--- config.mk ---
export PLATFORM = sky130hd
export DESIGN_NAME = coarse_meas_ctrl
export DESIGN_NICKNAME = d
export VERILOG_FILES = /design/src/rtl/coarse_meas_ctrl.sv
export SDC_FILE = /design/constraint.sdc
export NUM_CORES = 1
export LEC_CHECK = 0
export CORE_ASPECT_RATIO = 0.75
export CORE_MARGIN = 2
export CORE_UTILIZATION = 35
export CTS_CLUSTER_SIZE = 28
export DETAILED_ROUTE_END_ITERATION = 8
export SKIP_LAST_GASP = 1
export SLEW_MARGIN = 20
export SYNTH_ARGS = -nofsm -noshare
export SYNTH_HDL_FRONTEND = slang
export SYNTH_SLANG_ARGS = --single-unit
--- constraint.sdc ---
create_clock -name clk -period 2.9 [get_ports clk]
set_clock_uncertainty 0.1 [all_clocks]
set_input_delay 0.58 -clock clk [delete_from_list [all_inputs] [get_ports clk]]
set_output_delay 0.58 -clock clk [all_outputs]
set_load 0.01 [all_outputs]
--- src/rtl/coarse_meas_ctrl.sv ---
// Start/stop sequencer for the TDC coarse counter; merges coarse and fine codes into one valid/ready result.
// Define COARSE_MEAS_DROP_CNT_EN to add drop_cnt, a saturating count of start hits ignored while busy.
module coarse_meas_ctrl #(
  parameter int DATA_WIDTH  = 32,
  parameter int FINE_WIDTH  = 8,
  parameter int TIMEOUT_CYC = 1000000
) (
  input  logic                  clk,
  input  logic                  rst_n,
  input  logic                  start_hit,
  input  logic                  stop_hit,
  input  logic [FINE_WIDTH-1:0] fine_start_in,
  input  logic [FINE_WIDTH-1:0] fine_stop_in,
  input  logic [DATA_WIDTH-1:0] coarse_time,
  output logic                  cnt_clr,
  output logic                  cnt_latch,
  output logic                  m_valid,
  input  logic                  m_ready,
  output logic [DATA_WIDTH-1:0] m_coarse,
  output logic [FINE_WIDTH-1:0] m_fine_start,
  output logic [FINE_WIDTH-1:0] m_fine_stop,
  output logic                  m_timeout,
  output logic                  busy
`ifdef COARSE_MEAS_DROP_CNT_EN
  ,output logic [15:0]          drop_cnt
`endif
);

  typedef enum logic [2:0] {IDLE, ARMED, LATCH, WAIT, OUT} state_t;

  localparam logic [DATA_WIDTH-1:0] TIMEOUT_V = DATA_WIDTH'(TIMEOUT_CYC);
  localparam logic [DATA_WIDTH-1:0] ONE       = DATA_WIDTH'(1);

  state_t                  state_q;
  logic [DATA_WIDTH-1:0]   wd_q;
  logic                    clr_q;
  logic                    latch_q;
  logic                    valid_q;
  logic [DATA_WIDTH-1:0]   coarse_q;
  logic [FINE_WIDTH-1:0]   fine_start_q;
  logic [FINE_WIDTH-1:0]   fine_stop_q;
  logic                    timeout_q;
  logic                    busy_q;

  always_ff @(posedge clk) begin
    if (!rst_n) begin
      state_q      <= IDLE;
      wd_q         <= '0;
      clr_q        <= 1'b0;
      latch_q      <= 1'b0;
      valid_q      <= 1'b0;
      coarse_q     <= '0;
      fine_start_q <= '0;
      fine_stop_q  <= '0;
      timeout_q    <= 1'b0;
      busy_q       <= 1'b0;
    end else begin
      clr_q   <= 1'b0;
      latch_q <= 1'b0;
      case (state_q)
        IDLE: begin
          if (start_hit) begin
            state_q      <= ARMED;
            clr_q        <= 1'b1;
            fine_start_q <= fine_start_in;
            wd_q         <= ONE;
            busy_q       <= 1'b1;
          end
        end
        ARMED: begin
          // A stop arriving on the watchdog's final cycle still yields a real measurement.
          if (stop_hit) begin
            state_q     <= LATCH;
            latch_q     <= 1'b1;
            fine_stop_q <= fine_stop_in;
          end else if (wd_q == TIMEOUT_V) begin
            state_q     <= OUT;
            valid_q     <= 1'b1;
            timeout_q   <= 1'b1;
            coarse_q    <= TIMEOUT_V;
            fine_stop_q <= '0;
          end else begin
            wd_q <= wd_q + ONE;
          end
        end
        LATCH: state_q <= WAIT;
        WAIT: begin
          // The counter clears one cycle after start, so it reads one short.
          coarse_q  <= coarse_time + ONE;
          valid_q   <= 1'b1;
          timeout_q <= 1'b0;
          state_q   <= OUT;
        end
        OUT: begin
          if (m_ready) begin
            valid_q <= 1'b0;
            busy_q  <= 1'b0;
            state_q <= IDLE;
          end
        end
        default: state_q <= IDLE;
      endcase
    end
  end

  assign cnt_clr      = clr_q;
  assign cnt_latch    = latch_q;
  assign m_valid      = valid_q;
  assign m_coarse     = coarse_q;
  assign m_fine_start = fine_start_q;
  assign m_fine_stop  = fine_stop_q;
  assign m_timeout    = timeout_q;
  assign busy         = busy_q;

`ifdef COARSE_MEAS_DROP_CNT_EN
  logic [15:0] drop_q;
  logic [15:0] drop_d;

  always_comb begin
    drop_d = drop_q;
    if (start_hit && (state_q != IDLE) && (drop_q != 16'hFFFF)) begin
      drop_d = drop_q + 16'd1;
    end
  end

  always_ff @(posedge clk) begin
    if (!rst_n) begin
      drop_q <= '0;
    end else begin
      drop_q <= drop_d;
    end
  end

  assign drop_cnt = drop_q;
`endif

endmodule

==> flow_metrics.tcl <==
set metrics [dict create \
    cts.repair.resized 0 \
    yosysMostFrequentCell "dfxtp_1" \
    globalRouteTotalUtil_pct 19.81 \
    period_share_pct 85.60 \
    maxSlewViolCount 0 \
    yosys-top-cells-area "dfxtp_1 39%, xnor2_1 4.6%, nand4_1 4.6%, a22o_1 4.3%, nand3_1 3.5%" \
    synth_top_cell_by_area "dfxtp_1" \
    cts.sinks 88 \
    syn_nets 570 \
    clock_path_buffers 2 \
    grt_overflow_total 0 \
    worstReg2RegStart "wd_q[5]$_SDFFE_PN0P_" \
    dpl.hpwl_um 9381 \
    drt-met1-wl_um 6546 \
    drt-pass1-iter-count 4 \
    outcome "finished clean" \
    max_freq_mhz 402.8 \
    gp_congestion 0.9092 \
    ios 106 \
    cts_tree "done" \
    ys_warn_count 0 \
    switching_share_pct 27.60 \
    p_comb_share_pct 17.4 \
    async_flop_share_pct 0 \
    synth_area_um2 4531 \
    instances_no_fill 788 \
    viasPerCell 5.666 \
    p_int_w 0.002170 \
    ir_worst_vdd_uv 337.8 \
    critPathLaunch "wd_q[5]$_SDFFE_PN0P_" \
    drt_iter0_markers 381 \
    tightestPinTransition_ps 619.3 \
    path_class "reg2reg" \
    clock_latency_ps 350 \
    rows 35 \
    p_leak_nw 2.155 \
    fp.dieArea_um2 13880 \
    post_cts_buffers 0 \
    die-height_um 102.5 \
    yosys-top-cells-count "88 x dfxtp_1, 42 x nand2_1, 33 x nand4_1, 32 x nand3_1, 32 x nor2_1" \
    power_density_nw_per_um2 492.7 \
    ys_ff_latch 88 \
    h-tree-depth 3 \
    wl_met3_um 820 \
    setup-violations-final 0 \
    numPortBuffers 105 \
    cts_hold_buf 0 \
    critPathRequiredTime_ps 3080 \
    cp-start-kind "flip-flop" \
    critPathArrivalTime_ps 2670 \
    drive_gt1_share_pct 9.164 \
    wirelength_um 13230 \
    area.growth.synth_to_final_pct 34.30 \
    rsz0062_at_grt "no" \
    slew_headroom_pct 58.37 \
    maxCapViolCount 0 \
    grt_pass1_wl_um 21910 \
    synth_ff_type "dfxtp_1" \
    tns_ps 0 \
    path_clk_slew_ps 60 \
    dr.max_layer_used "met4" \
    synth-edff-count 0 \
    layout.nets 673 \
    hold_path.class "reg2reg" \
    grt_max_degree 44 \
    antenna_found_initial 0 \
    power_w 0.002998 \
    critPathCapture "m_coarse[6]$_SDFFE_PN0P_" \
    detail_route.wl_per_cell_um 16.78 \
    worst-r2r-cell-count 5 \
    end_kind "flip-flop" \
    synthCells 514 \
    start_util_pct 36.43 \
    p_clk_share_pct 39.3 \
    root_buffer "clkbuf_16" \
    crit_path_max_fanout 12 \
    core_area_um2 12440 \
    p_seq_share_pct 43.2 \
    p_sw_w 0.0008275 \
    ant_nets 0 \
    timing.final.hold_violations 0 \
    yosysSeqAreaShare_pct 38.88 \
    fin_crit_ps 2482 \
    place_inst 772 \
    grt_pass1_vias 4253 \
    syn_area_per_cell_um2 8.814 \
    worst_r2r_endpoint "m_coarse[6]$_SDFFE_PN0P_" \
    rrSetupSlack_ps 420 \
    cts_buffers 9 \
    antennaDiodeCount 0 \
    dp_slack_ps 213.2 \
    wl_met2_um 5711 \
    dr_total_vias 4465 \
    layout_setup_ws_ps 417.6 \
    die_w_um 135.4 \
    drc 0 \
    ys_types 56 \
    synth_top_area_share_pct 38.88 \
    holdWs_ps 362.5 \
]
power by group through the flow:
| stage | clock [W] | sequential [W] | combinational (W) |
|---|---|---|---|
| 6_report | 0.00118 | 0.00130 | 0.000522 |
| 5_1_grt | 0.00126 | 0.00130 | 0.000568 |
| 2_1_floorplan | 0 | 0.00132 | 0.000264 |
| 3_5_place_dp | 0 | 0.00132 | 0.000517 |
| 3_3_place_gp | 0 | 0.00132 | 0.000513 |
| 4_1_cts | 0.00120 | 0.00130 | 0.000520 |
worst max-delay path, cell delays in order (launching register included):
cell,delay (ps)
dfxtp_1,370
nor4b_1,450
nand3_1,280
or3_1,610
o21ai_4,370
o221a_1,230
placed cells by master (no fill, tap or decap), drive strengths merged, types with 4 or more instances in the layout:
master,instances
a21oi,19
a22o,22
a31oi,12
a32o,10
and2,11
and3,13
buf,20
clkbuf,10
clkdlybuf4s50,105
dfxtp,88
inv,15
mux2i,4
nand2,42
nand3,32
nand4,35
nor2,32
nor3,13
nor4,9
nor4b,4
o21ai,20
o221a,8
o311ai,13
o31ai,9
o41ai,5
or2,4
xnor2,24
xor2,6
sequential cells by signal (all words and copies together), names as in the netlist, 3 cells and up:
name / flops
m_coarse: 32
m_fine_start: 8
m_fine_stop: 8
state_q: 3
wd_q: 32
area by class of cell:
cell class	instances	area (um2)
clock buffers	10	229.0
fillers	1211	6352
repair buffers	125	1201
inverters	14	52.55
well taps	166	207.7
flip-flops and latches	88	1762
clock inverters	6	68.82
multi-input cells	379	2564
kinds of logic (layout without fill, tap and decap cells):
family          after synthesis  after routing  synth area share [%]
simple gates                206            206                 25.90
buf+inv                      47            155                 4.529
xor+xnor                     30             30                 5.799
flops                        88             88                 38.88
compound gates              135            135                 22.92
mux                           5              5                 1.132
fa+ha+maj                     3              3                0.8286
metrics by stage:
step                cell area [um2]  util (%)
global route                   6085     48.92
CTS                            6085     48.92
floorplan                      4531         -
detailed placement             5787     46.53
finish                         6085     48.92
global placement               5787     46.53
per-layer routing:
layer	vias up	global-route usage [%]
met1	2168	27.31
met4	0	5.208
li1	2165	-
met5	-	0
met3	15	5.556
met2	117	30.77
how the worst min path moves through the flow:
stage,startpoint,to,slack [ps],cells past startpoint
floorplan,wd_q[26]$_SDFFE_PN0P_,wd_q[26]$_SDFFE_PN0P_,350,1
CTS,m_fine_start[1]$_SDFFE_PN0P_,m_fine_start[1]$_SDFFE_PN0P_,360,2
global route,m_fine_start[2]$_SDFFE_PN0P_,m_fine_start[2]$_SDFFE_PN0P_,380,2
global placement,m_fine_start[1]$_SDFFE_PN0P_,m_fine_start[1]$_SDFFE_PN0P_,340,2
detailed placement,m_fine_start[0]$_SDFFE_PN0P_,m_fine_start[0]$_SDFFE_PN0P_,350,2
finish,m_fine_start[6]$_SDFFE_PN0P_,m_fine_start[6]$_SDFFE_PN0P_,360,2
Power figures use the tool's default switching activity.
